<file path="src/rtl/emif_pkg.sv">
// Shared definitions for the EMIF MCU-read responder.
// FSM encoding and register-bank geometry.
package emif_pkg;

  typedef enum logic [1:0] {
    S_IDLE  = 2'd0,
    S_WAIT  = 2'd1,
    S_DRIVE = 2'd2,
    S_TURN  = 2'd3
  } state_t;

  localparam int REG_NUM     = 8;
  localparam int ADDR_W      = 13;
  localparam int VERSION_IDX = 7;

endpackage

</file>
<file path="src/rtl/emif_sync2.sv">
// Two-flop synchronizer with a registered edge flop.
// q is the synchronized level, rise pulses one cycle on its 0->1 edge.
module emif_sync2 (
  input  logic clk,
  input  logic rst_n,
  input  logic d,
  output logic q,
  output logic rise
);

  logic s1;
  logic q_d;

  // Synchronizer chain plus edge-detect history
  always_ff @(posedge clk) begin
    if (!rst_n) begin
      s1  <= 1'b0;
      q   <= 1'b0;
      q_d <= 1'b0;
    end else begin
      s1  <= d;
      q   <= s1;
      q_d <= q;
    end
  end

  assign rise = q & ~q_d;

endmodule

</file>
<file path="src/rtl/emif_write.sv">
// EMIF read responder: snapshot, setup wait, drive, turnaround.
// Optional DRIVE timeout enabled by defining EMIF_WR_TIMEOUT_EN.
module emif_write
  import emif_pkg::*;
#(
  parameter int          WAIT_CYC    = 3,
  parameter int          TURN_CYC    = 2,
  parameter logic [15:0] VERSION     = 16'h0100,
  parameter int          TIMEOUT_CYC = 1000
) (
  input  logic              clk,
  input  logic              rst_n,
  input  logic              read_en,
  input  logic [ADDR_W-1:0] emif_addr,
  input  logic              wr_en,
  input  logic [2:0]        wr_addr,
  input  logic [15:0]       wr_data,
  output logic [15:0]       data_out,
  output logic              data_oe,
  output logic              read_ack,
  output logic              addr_err
`ifdef EMIF_WR_TIMEOUT_EN
  ,
  output logic              rd_timeout
`endif
);

  localparam logic [3:0] WAIT_C = 4'(WAIT_CYC);
  localparam logic [3:0] TURN_L = 4'(TURN_CYC - 1);
  localparam logic [2:0] VER_I  = 3'(VERSION_IDX);

  logic        read_en_s;
  logic        rise;
  logic [15:0] bank [0:REG_NUM-2];
  logic [15:0] rd_word;
  logic        in_range;

  state_t      state, state_n;
  logic [3:0]  cnt, cnt_n;
  logic [15:0] snap, snap_n;
  logic        ack_n, err_n;

`ifdef EMIF_WR_TIMEOUT_EN
  localparam logic [9:0] TO_L = 10'(TIMEOUT_CYC - 1);
  logic [9:0]  tcnt, tcnt_n;
  logic        to_n;
`endif

  emif_sync2 u_sync (
    .clk   (clk),
    .rst_n (rst_n),
    .d     (read_en),
    .q     (read_en_s),
    .rise  (rise)
  );

  // Internal status bank; index 7 is the read-only version word
  always_ff @(posedge clk) begin
    if (!rst_n) begin
      for (int i = 0; i < REG_NUM - 1; i++)
        bank[i] <= '0;
    end else if (wr_en && wr_addr != VER_I) begin
      bank[wr_addr] <= wr_data;
    end
  end

  // Addressed word lookup
  always_comb begin
    rd_word  = '0;
    in_range = emif_addr < ADDR_W'(REG_NUM);
    if (emif_addr[2:0] == VER_I)
      rd_word = VERSION;
    else
      rd_word = bank[emif_addr[2:0]];
  end

  // Next-state and next-output logic
  always_comb begin
    state_n = state;
    cnt_n   = cnt;
    snap_n  = snap;
    ack_n   = 1'b0;
    err_n   = 1'b0;
`ifdef EMIF_WR_TIMEOUT_EN
    tcnt_n  = tcnt;
    to_n    = 1'b0;
`endif
    unique case (state)
      S_IDLE: begin
        if (rise) begin
          state_n = S_WAIT;
          cnt_n   = '0;
          if (in_range) begin
            snap_n = rd_word;
          end else begin
            snap_n = '0;
            err_n  = 1'b1;
          end
        end
      end
      S_WAIT: begin
        if (!read_en_s) begin
          state_n = S_TURN;
          cnt_n   = '0;
        end else if (cnt == WAIT_C) begin
          state_n = S_DRIVE;
          ack_n   = 1'b1;
`ifdef EMIF_WR_TIMEOUT_EN
          tcnt_n  = '0;
`endif
        end else begin
          cnt_n = cnt + 4'd1;
        end
      end
      S_DRIVE: begin
        if (!read_en_s) begin
          state_n = S_TURN;
          cnt_n   = '0;
        end
`ifdef EMIF_WR_TIMEOUT_EN
        else if (tcnt == TO_L) begin
          state_n = S_TURN;
          cnt_n   = '0;
          to_n    = 1'b1;
        end else begin
          tcnt_n = tcnt + 10'd1;
        end
`endif
      end
      S_TURN: begin
        if (cnt == TURN_L)
          state_n = S_IDLE;
        else
          cnt_n = cnt + 4'd1;
      end
      default: state_n = S_IDLE;
    endcase
  end

  // State, counters and registered pad outputs
  always_ff @(posedge clk) begin
    if (!rst_n) begin
      state    <= S_IDLE;
      cnt      <= '0;
      snap     <= '0;
      data_out <= '0;
      data_oe  <= 1'b0;
      read_ack <= 1'b0;
      addr_err <= 1'b0;
`ifdef EMIF_WR_TIMEOUT_EN
      tcnt       <= '0;
      rd_timeout <= 1'b0;
`endif
    end else begin
      state    <= state_n;
      cnt      <= cnt_n;
      snap     <= snap_n;
      data_oe  <= (state_n == S_DRIVE);
      data_out <= (state_n == S_DRIVE) ? snap_n : '0;
      read_ack <= ack_n;
      addr_err <= err_n;
`ifdef EMIF_WR_TIMEOUT_EN
      tcnt       <= tcnt_n;
      rd_timeout <= to_n;
`endif
    end
  end

endmodule

</file>
<file path="config.mk">
export PLATFORM = sky130hd
export DESIGN_NAME = emif_write
export DESIGN_NICKNAME = d
export VERILOG_FILES = /design/src/rtl/emif_pkg.sv /design/src/rtl/emif_sync2.sv /design/src/rtl/emif_write.sv
export SDC_FILE = /design/constraint.sdc
export NUM_CORES = 1
export LEC_CHECK = 0
export CORE_MARGIN = 2
export CORE_UTILIZATION = 51
export CTS_CLUSTER_SIZE = 25
export DETAILED_ROUTE_END_ITERATION = 7
export DONT_BUFFER_PORTS = 1
export PLACE_DENSITY = 0.66
export SETUP_SLACK_MARGIN = 0.3
export SLEW_MARGIN = 10
export SYNTH_ARGS = -nofsm -noshare
export SYNTH_HDL_FRONTEND = slang
export SYNTH_SLANG_ARGS = --single-unit
</file>
<file path="constraint.sdc">
create_clock -name clk -period 8.1 [get_ports clk]
set_clock_uncertainty 0.2 [all_clocks]
set_input_delay 1.62 -clock clk [delete_from_list [all_inputs] [get_ports clk]]
set_output_delay 1.62 -clock clk [all_outputs]
set_load 0.05 [all_outputs]
</file>
==> impl_metrics.yaml, run 1 <==
run_status:
  status: "complete, no violations"
power_and_ir_drop:
  powerDensity_mw_per_mm2: 245
  vdd_drop_max_mv: 0.164
  p_comb_frac: 0.052
  finalPower_mw: 1.89
  p_clk_frac: 0.426
  seqPwrFrac: 0.522
  p_leak_nw: 2.90
  swShare: 0.210
  power.internal_mw: 1.49
  switchingPower_uw: 397
critical_path:
  endpoint_kind: "register"
  worstPathCellList: "nand2_1 -> or2_2 -> nor3b_2 -> nand2b_1"
  critical_path_required_ns: 7.95
  critPathKind: "in -> reg"
  r2r_slack_ns: 5.34
  slowest_delay_ns: 0.76
  critPathMaxFanout: 17
  cp-start-kind: "input pin"
  cp_slowest_cell: "nor3b_2"
  worstPathArrival_ns: 3.50
logic_synthesis:
  synth.distinct_cells: 49
  syn_area_per_cell_um2: 13.0
  ys_seq_area_frac: 0.648
  synth-seq-cells: 171
  synth-edff-count: 111
  synth_flop_cell: "edfxtp_1"
  async_flop_share: 0
  netlist_instances: 540
  syn_area_mm2: 0.00700
  yosysWarnings: 0
route:
  vias: 4010
  drt-pass1-iter-count: 5
  viasPerCell: 5.48
  drc_errors: 0
  routedWlPerCell_um: 19.0
  drt_iter0_markers: 274
  routed_wl_um: 13900
  drtAntennaViolNets: 0
worst_hold_path:
  hold_path_class: "reg -> reg"
placement:
  io_buffers: 0
  dpl.hpwl_um: 9280
  routabilityCongestion: 0.804
  postPlaceCellArea_mm2: 0.00712
  post-place-ws_ns: 3.97
  placedCellCount: 700
floorplan:
  rows: 42
  die_area_mm2: 0.0147
  coreArea_mm2: 0.0133
  die_h_um: 121
  initial_core_util: 0.524
  die_x_um: 121
  io_pins: 55
clock_tree:
  clk_latency_ns: 0.42
  ctsResizeCount: 0
  cts-htree-levels: 4
  clock_sinks: 171
  hold_buffers: 0
  cts_tree: "yes"
  clk_pin_slew_ns: 0.06
  clk_path_buf_depth: 2
  numCtsBuffers: 17
  cts_setup_buffers: 0
  cts-root-buf: "clkbuf_16"
cells_and_area:
  fillers: 1109
  mostFrequentLayoutCells: "nor2_1 (119), edfxtp_1 (111), nand2_1 (69), dfxtp_1 (60), mux4_2 (30)"
  fin_cells: 732
  antenna_cells: 0
  multi_input_area_mm2: 0.00229
  fin_util: 0.577
  final_common_cell: "nor2_1"
  register_area_mm2: 0.00453
  fin_nets: 581
  final_cell_area_mm2: 0.00770
  syn2layout_area_growth_pct: 10.1
  drive_gt1_frac: 0.138
sta:
  maxSlewHeadroom: 0.352
  fmax_ghz: 0.274
  whs_ns: 0.231
  setup_slack_ns: 4.45
  period_needed_ns: 3.65
  finalCritPeriodShare: 0.450
  slew_violations: 0
  worstMarginPinSlew_ns: 0.969
  finalHoldViolations: 0
  rsz0062_at_grt: "no"
  setup_viol: 0
  final.setup.tns_ns: 0
global_routing:
  grt_max_degree: 38
  track_usage: 0.208
  overflow: 0
  antenna_found_initial: 0
  grt_pass1_vias: 4163
  grt_pass1_wl_um: 22300
job:
  maxCapViolCount: 0
## registers in the layout (all words and copies together), names as in the netlist
| name | count |
|---|---|
| addr_err | 1 |
| bank | 127 |
| cnt | 4 |
| data_oe | 1 |
| data_out | 16 |
| read_ack | 1 |
| snap | 16 |
| state | 2 |
| u_sync.q | 1 |
| u_sync.q_d | 1 |
| u_sync.s1 | 1 |
## critical path: cells and delay by family
kind             cells  cell delay [ns]
and+or+nand+nor      4             1.87
## cell usage after synthesis (5+ instances only)
master | count | area share
edfxtp_1 | 111 | 0.48
a22oi_1 | 5 | 0.0054
clkbuf_1 | 18 | 0.0097
buf_2 | 6 | 0.0043
mux4_2 | 30 | 0.097
inv_1 | 18 | 0.0097
nor2_1 | 119 | 0.064
nand2_1 | 69 | 0.037
a22oi_2 | 10 | 0.018
dfxtp_1 | 60 | 0.17
mux2i_1 | 19 | 0.027
and2_1 | 20 | 0.018
nand3b_1 | 5 | 0.0054
## metal layers
metal | global-route usage | part of all wire | wire length [um]
met1 | 0.264 | 0.43 | 6040
met2 | 0.353 | 0.50 | 6950
met3 | 0.0446 | 0.052 | 718
met4 | 0.0754 | 0.016 | 222
met5 | 0 | 0 | 0
## cell families after synthesis
family | Yosys count | synth area share
simple gates | 234 | 0.147
flops | 171 | 0.648
buf+inv | 50 | 0.0329
mux | 49 | 0.124
compound gates | 33 | 0.0442
fa+ha+maj | 2 | 0.00358
other cells | 1 | 0.000536
## power by group through the flow
| stage | clock network, mW | registers [mW] | logic, mW |
|---|---|---|---|
| 3_3_place_gp | 0 | 1.00 | 0.0957 |
| 2_1_floorplan | 0 | 0.997 | 0.0861 |
| 4_1_cts | 0.818 | 0.985 | 0.0981 |
| 6_report | 0.804 | 0.984 | 0.0973 |
| 3_5_place_dp | 0 | 1.00 | 0.0979 |
| 5_1_grt | 0.855 | 0.988 | 0.107 |
## area by class of cell
| class | instances | share of cell area |
|---|---|---|
| Clock buffer | 18 | 0.0557 |
| Clock inverter | 14 | 0.0198 |
| Inverter | 20 | 0.00975 |
| Multi-Input combinational cell | 333 | 0.297 |
| Sequential cell | 171 | 0.589 |
| Tap cell | 176 | 0.0286 |
## final timing paths
| kind | from | end | cells past startpoint |
|---|---|---|---|
| worst max register to register | u_sync.q | snap[15] | 5 |
| worst min register to register | u_sync.s1 | u_sync.q | 1 |
| worst max-delay path | rst_n | bank[4][6] | 4 |
| worst min-delay path | u_sync.s1 | u_sync.q | 1 |
(Power assumes the default switching activity.)
==> inputs of run 2 (changes only) <==
==> constraint.sdc (replaced) <==
create_clock -name clk -period 3.6 [get_ports clk]
set_clock_uncertainty 0.2 [all_clocks]
set_input_delay 0.72 -clock clk [delete_from_list [all_inputs] [get_ports clk]]
set_output_delay 0.72 -clock clk [all_outputs]
set_load 0.05 [all_outputs]
==> impl_metrics.yaml, run 2 (synthesis gave the netlist of run 1 again) <==
run_status:
  status: "complete, no violations"
placement:
  routabilityCongestion: 0.789
  postPlaceCellArea_mm2: 0.00719
  io_buffers: 0
  dpl.hpwl_um: 8880
  post-place-ws_ns: 0.665
floorplan:
  io_pins: 55
  die_h_um: 121
  die_x_um: 121
  initial_core_util: 0.524
  die_area_mm2: 0.0147
  coreArea_mm2: 0.0133
  rows: 42
clock_tree:
  clk_path_buf_depth: 2
  clk_pin_slew_ns: 0.06
  cts-htree-levels: 4
  ctsResizeCount: 0
  cts-root-buf: "clkbuf_16"
  clk_latency_ns: 0.43
  numCtsBuffers: 17
  cts_setup_buffers: 0
  cts_tree: "yes"
  clock_sinks: 171
  hold_buffers: 0
critical_path:
  crit_family: "simple AND/OR/NAND/NOR gates"
  worstPathCellList: "nand2_1 -> or2_2 -> or3_1 -> nand2_1"
  r2r_cells: 6
  cp_common_cell: "nand2_1"
  critPathMaxFanout: 17
  r2r_slack_ns: 1.11
  worst-path-buf-inv: 0
  rr_endpoint: "snap[14]"
  critical_path_required_ns: 3.45
  worstPathArrival_ns: 2.34
  r2r-start: "state[1]"
  slowest_delay_ns: 0.65
  cp-start-kind: "input pin"
  cp_slowest_cell: "nand2_1"
  critPathKind: "in -> reg"
  endpoint_kind: "register"
sta:
  whs_ns: 0.213
  setup_slack_ns: 1.11
  rsz0062_at_grt: "no"
  period_needed_ns: 2.49
  finalHoldViolations: 0
  worstMarginPinSlew_ns: 0.908
  maxSlewHeadroom: 0.393
  final.setup.tns_ns: 0
  setup_viol: 0
  slew_violations: 0
  finalCritPeriodShare: 0.692
  fmax_ghz: 0.402
power_and_ir_drop:
  finalPower_mw: 4.33
  vdd_drop_max_mv: 0.339
  p_leak_nw: 2.97
  powerDensity_mw_per_mm2: 555
worst_hold_path:
  hold_path_class: "in -> reg"
  hp-start: "rst_n"
  hold_path_depth: 1
  holdPathEnd: "state[0]"
cells_and_area:
  final_cell_area_mm2: 0.00780
  drive_gt1_frac: 0.156
  antenna_cells: 0
  mostFrequentLayoutCells: "nor2_1 (119), edfxtp_1 (111), nand2_1 (69), dfxtp_1 (60), mux4_2 (30)"
  fillers: 1088
  syn2layout_area_growth_pct: 11.5
  largest_reg_flops: 127
  multi_input_area_mm2: 0.00229
  top_regs: "bank: 127 flops, data_out: 16 flops, snap: 16 flops"
  fin_nets: 590
  largest_register: "bank"
  register_area_mm2: 0.00453
  final_common_cell: "nor2_1"
route:
  drt-pass1-iter-count: 5
  viasPerCell: 5.55
  vias: 4115
  routed_wl_um: 14300
  drt_iter0_markers: 371
  routedWlPerCell_um: 19.3
  drtAntennaViolNets: 0
  drc_errors: 0
global_routing:
  grt_pass1_vias: 4222
  overflow: 0
  antenna_found_initial: 0
  grt_max_degree: 38
  track_usage: 0.214
  grt_pass1_wl_um: 23000
job:
  maxCapViolCount: 0
-- run 2: where the power goes --
part	switching, mW	total [mW]	internal (mW)
registers	0.0338	2.21	2.18
clock network	0.726	1.89	1.17
logic	0.130	0.224	0.0946
total	0.889	4.33	3.44
-- run 2: final cells by class --
class	instances	share of cell area
clock buffer	18	0.0563
clock inverter	14	0.0226
inverter	20	0.00962
multi-input combinational	333	0.294
sequential	171	0.581
tap	176	0.0282
timing repair buffer	9	0.00866
-- run 2: routing by layer --
metal | vias to the layer above | share of wire | track usage
li1 | 1915 | - | -
met1 | 2066 | 0.42 | 0.269
met2 | 118 | 0.50 | 0.357
met3 | 16 | 0.059 | 0.0540
met4 | 0 | 0.016 | 0.0812
met5 | - | 0 | 0
-- run 2: stage by stage --
step,std cells,utilization
after global placement,709,0.539
final,741,0.585
after detailed placement,709,0.539
after floorplan,554,-
after CTS,741,0.585
after global routing,741,0.585
-- run 2: how the worst max path moves through the flow --
stage / cells past startpoint / start / slack (ns) / end
after floorplan: 7 / rst_n / 0.72 / bank[0][0]
after global placement: 4 / rst_n / 0.71 / bank[0][9]
after detailed placement: 4 / rst_n / 0.67 / bank[0][8]
after CTS: 6 / u_sync.q / 1.10 / data_out[12]
after global routing: 6 / state[1] / 0.95 / data_out[12]
final: 4 / rst_n / 1.11 / bank[0][15]
==> inputs of run 3 (changes only) <==
--- a/config.mk
+++ b/config.mk
@@ -10,7 +10,7 @@
 export CTS_CLUSTER_SIZE = 25
 export DETAILED_ROUTE_END_ITERATION = 7
 export DONT_BUFFER_PORTS = 1
-export PLACE_DENSITY = 0.66
+export PLACE_DENSITY = 0.69
 export SETUP_SLACK_MARGIN = 0.3
 export SLEW_MARGIN = 10
 export SYNTH_ARGS = -nofsm -noshare
==> constraint.sdc (replaced) <==
create_clock -name clk -period 2.26 [get_ports clk]
set_clock_uncertainty 0.2 [all_clocks]
set_input_delay 0.452 -clock clk [delete_from_list [all_inputs] [get_ports clk]]
set_output_delay 0.452 -clock clk [all_outputs]
set_load 0.05 [all_outputs]
==> impl_metrics.yaml, run 3 (synthesis gave the netlist of run 1 again) <==
floorplan:
  initial_core_util: 0.524
  die_h_um: 121
  die_x_um: 121
  rows: 42
  io_pins: 55
  die_area_mm2: 0.0147
  coreArea_mm2: 0.0133
critical_path:
  critPathKind: "reg -> reg"
  cp-start-kind: "register"
  rr_endpoint: "data_out[14]"
  r2r_slack_ns: 0.33
  critPathMaxFanout: 8
  crit_end: "data_out[14]"
  critical_path_required_ns: 2.42
  r2r-start: "state[1]"
  endpoint_kind: "register"
  r2r_cells: 6
  worstPathArrival_ns: 2.09
  worstSetupStartpoint: "state[1]"
power_and_ir_drop:
  power.internal_mw: 5.55
  seqPwrFrac: 0.502
  powerDensity_mw_per_mm2: 852
  switchingPower_mw: 1.46
  p_clk_frac: 0.434
  vdd_drop_max_mv: 0.577
  finalPower_mw: 7.01
  p_leak_nw: 3.14
  swShare: 0.209
  p_comb_frac: 0.064
sta:
  whs_ns: 0.0161
  worstMarginPinSlew_ns: 0.625
  period_needed_ns: 1.93
  maxSlewHeadroom: 0.579
  slew_violations: 0
  rsz0062_at_grt: "yes"
  setup_viol: 0
  finalHoldViolations: 0
  final.setup.tns_ns: 0
  fmax_ghz: 0.518
  finalCritPeriodShare: 0.854
placement:
  routabilityCongestion: 0.765
  io_buffers: 0
  dpl.hpwl_um: 9200
cells_and_area:
  largest_register: "bank"
  fin_util: 0.617
  top_regs: "bank: 127 flops, data_out: 16 flops, snap: 16 flops"
  fillers: 1014
  syn2layout_area_growth_pct: 17.6
  mostFrequentLayoutCells: "nor2_1 (117), edfxtp_1 (111), nand2_1 (63), dfxtp_1 (54), mux4_2 (30)"
  antenna_cells: 0
  largest_reg_flops: 127
  fin_nets: 623
  drive_gt1_frac: 0.207
  final_common_cell: "nor2_1"
clock_tree:
  clk_path_buf_depth: 2
  clock_sinks: 171
  numCtsBuffers: 17
  cts-root-buf: "clkbuf_16"
  clk_latency_ns: 0.43
  cts-htree-levels: 4
  cts_tree: "yes"
  clk_pin_slew_ns: 0.06
global_routing:
  antenna_found_initial: 0
  grt_pass1_wl_um: 24600
  grt_max_degree: 37
  overflow: 0
  track_usage: 0.230
  grt_pass1_vias: 4554
route:
  drc_errors: 0
  drtAntennaViolNets: 0
  routedWlPerCell_um: 20.1
  routed_wl_um: 15500
  vias: 4409
  drt-pass1-iter-count: 4
  drt_iter0_markers: 348
  viasPerCell: 5.70
run_status:
  status: "complete, no violations"
worst_hold_path:
  hold_path_class: "in -> reg"
job:
  maxCapViolCount: 0
-- run 3: per-layer routing --
layer,track usage,wire [um],share of wire,up-vias
met2,0.408,8170,0.53,176
met5,0,0,0,-
li1,-,-,-,1991
met1,0.270,6060,0.39,2211
met3,0.0545,980,0.063,31
met4,0.0862,329,0.021,0
-- run 3: worst min-delay path by stage --
stage                           from    endpoint  slack (ns)  cells past startpoint
after detailed placement   u_sync.s1    u_sync.q        0.23                      1
after global routing      wr_data[6]  bank[4][6]        0.01                      1
final                     wr_data[7]  bank[4][7]        0.02                      1
after CTS                 wr_data[7]  bank[4][7]       0.009                      1
after global placement     u_sync.s1    u_sync.q        0.23                      1
after floorplan            u_sync.s1    u_sync.q        0.21                      1
-- run 3: worst max-delay path, cell delays in order, from the launching register on --
cell and delay [ns]:
dfxtp_4 0.35, or4b_4 0.52, nand4b_4 0.20, a31oi_4 0.21, buf_6 0.17, a22oi_1 0.09
nor2_1 0.11
-- run 3: what timing repair did --
item,4_1_cts,5_1_grt
gates cloned,2,0
hold endpoints to repair,22,0
gates resized for setup,14,8
buffers inserted,1,5
endpoints found under the setup margin,37,29
hold buffers,18,0
pin swaps,2,3
-- run 3: power by group through the flow --
| stage | registers, mW | logic, mW | clock network, mW |
|---|---|---|---|
| 2_1_floorplan | 3.57 | 0.334 | 0 |
| 3_3_place_gp | 3.58 | 0.363 | 0 |
| 3_5_place_dp | 3.59 | 0.368 | 0 |
| 4_1_cts | 3.53 | 0.431 | 3.06 |
| 5_1_grt | 3.54 | 0.486 | 3.21 |
| 6_report | 3.52 | 0.450 | 3.04 |
-- run 3: stage by stage --
step,worst slack (ns),std cells,instance area (um^2)
2_1_floorplan,0.132,554,7210
3_3_place_gp,0.206,716,7290
3_5_place_dp,0.0621,716,7290
4_1_cts,0.302,769,8160
5_1_grt,0.232,774,8230
6_report,0.330,774,8230
-- run 3: final cells by class --
class	count	area, um^2	area share
flip-flops and latches	171	4550	0.553
repair buffers	40	353	0.0429
multi-input cells	335	2410	0.293
clock buffers	20	447	0.0543
inverters	20	75.1	0.00912
clock inverters	12	171	0.0208
well taps	176	220	0.0268
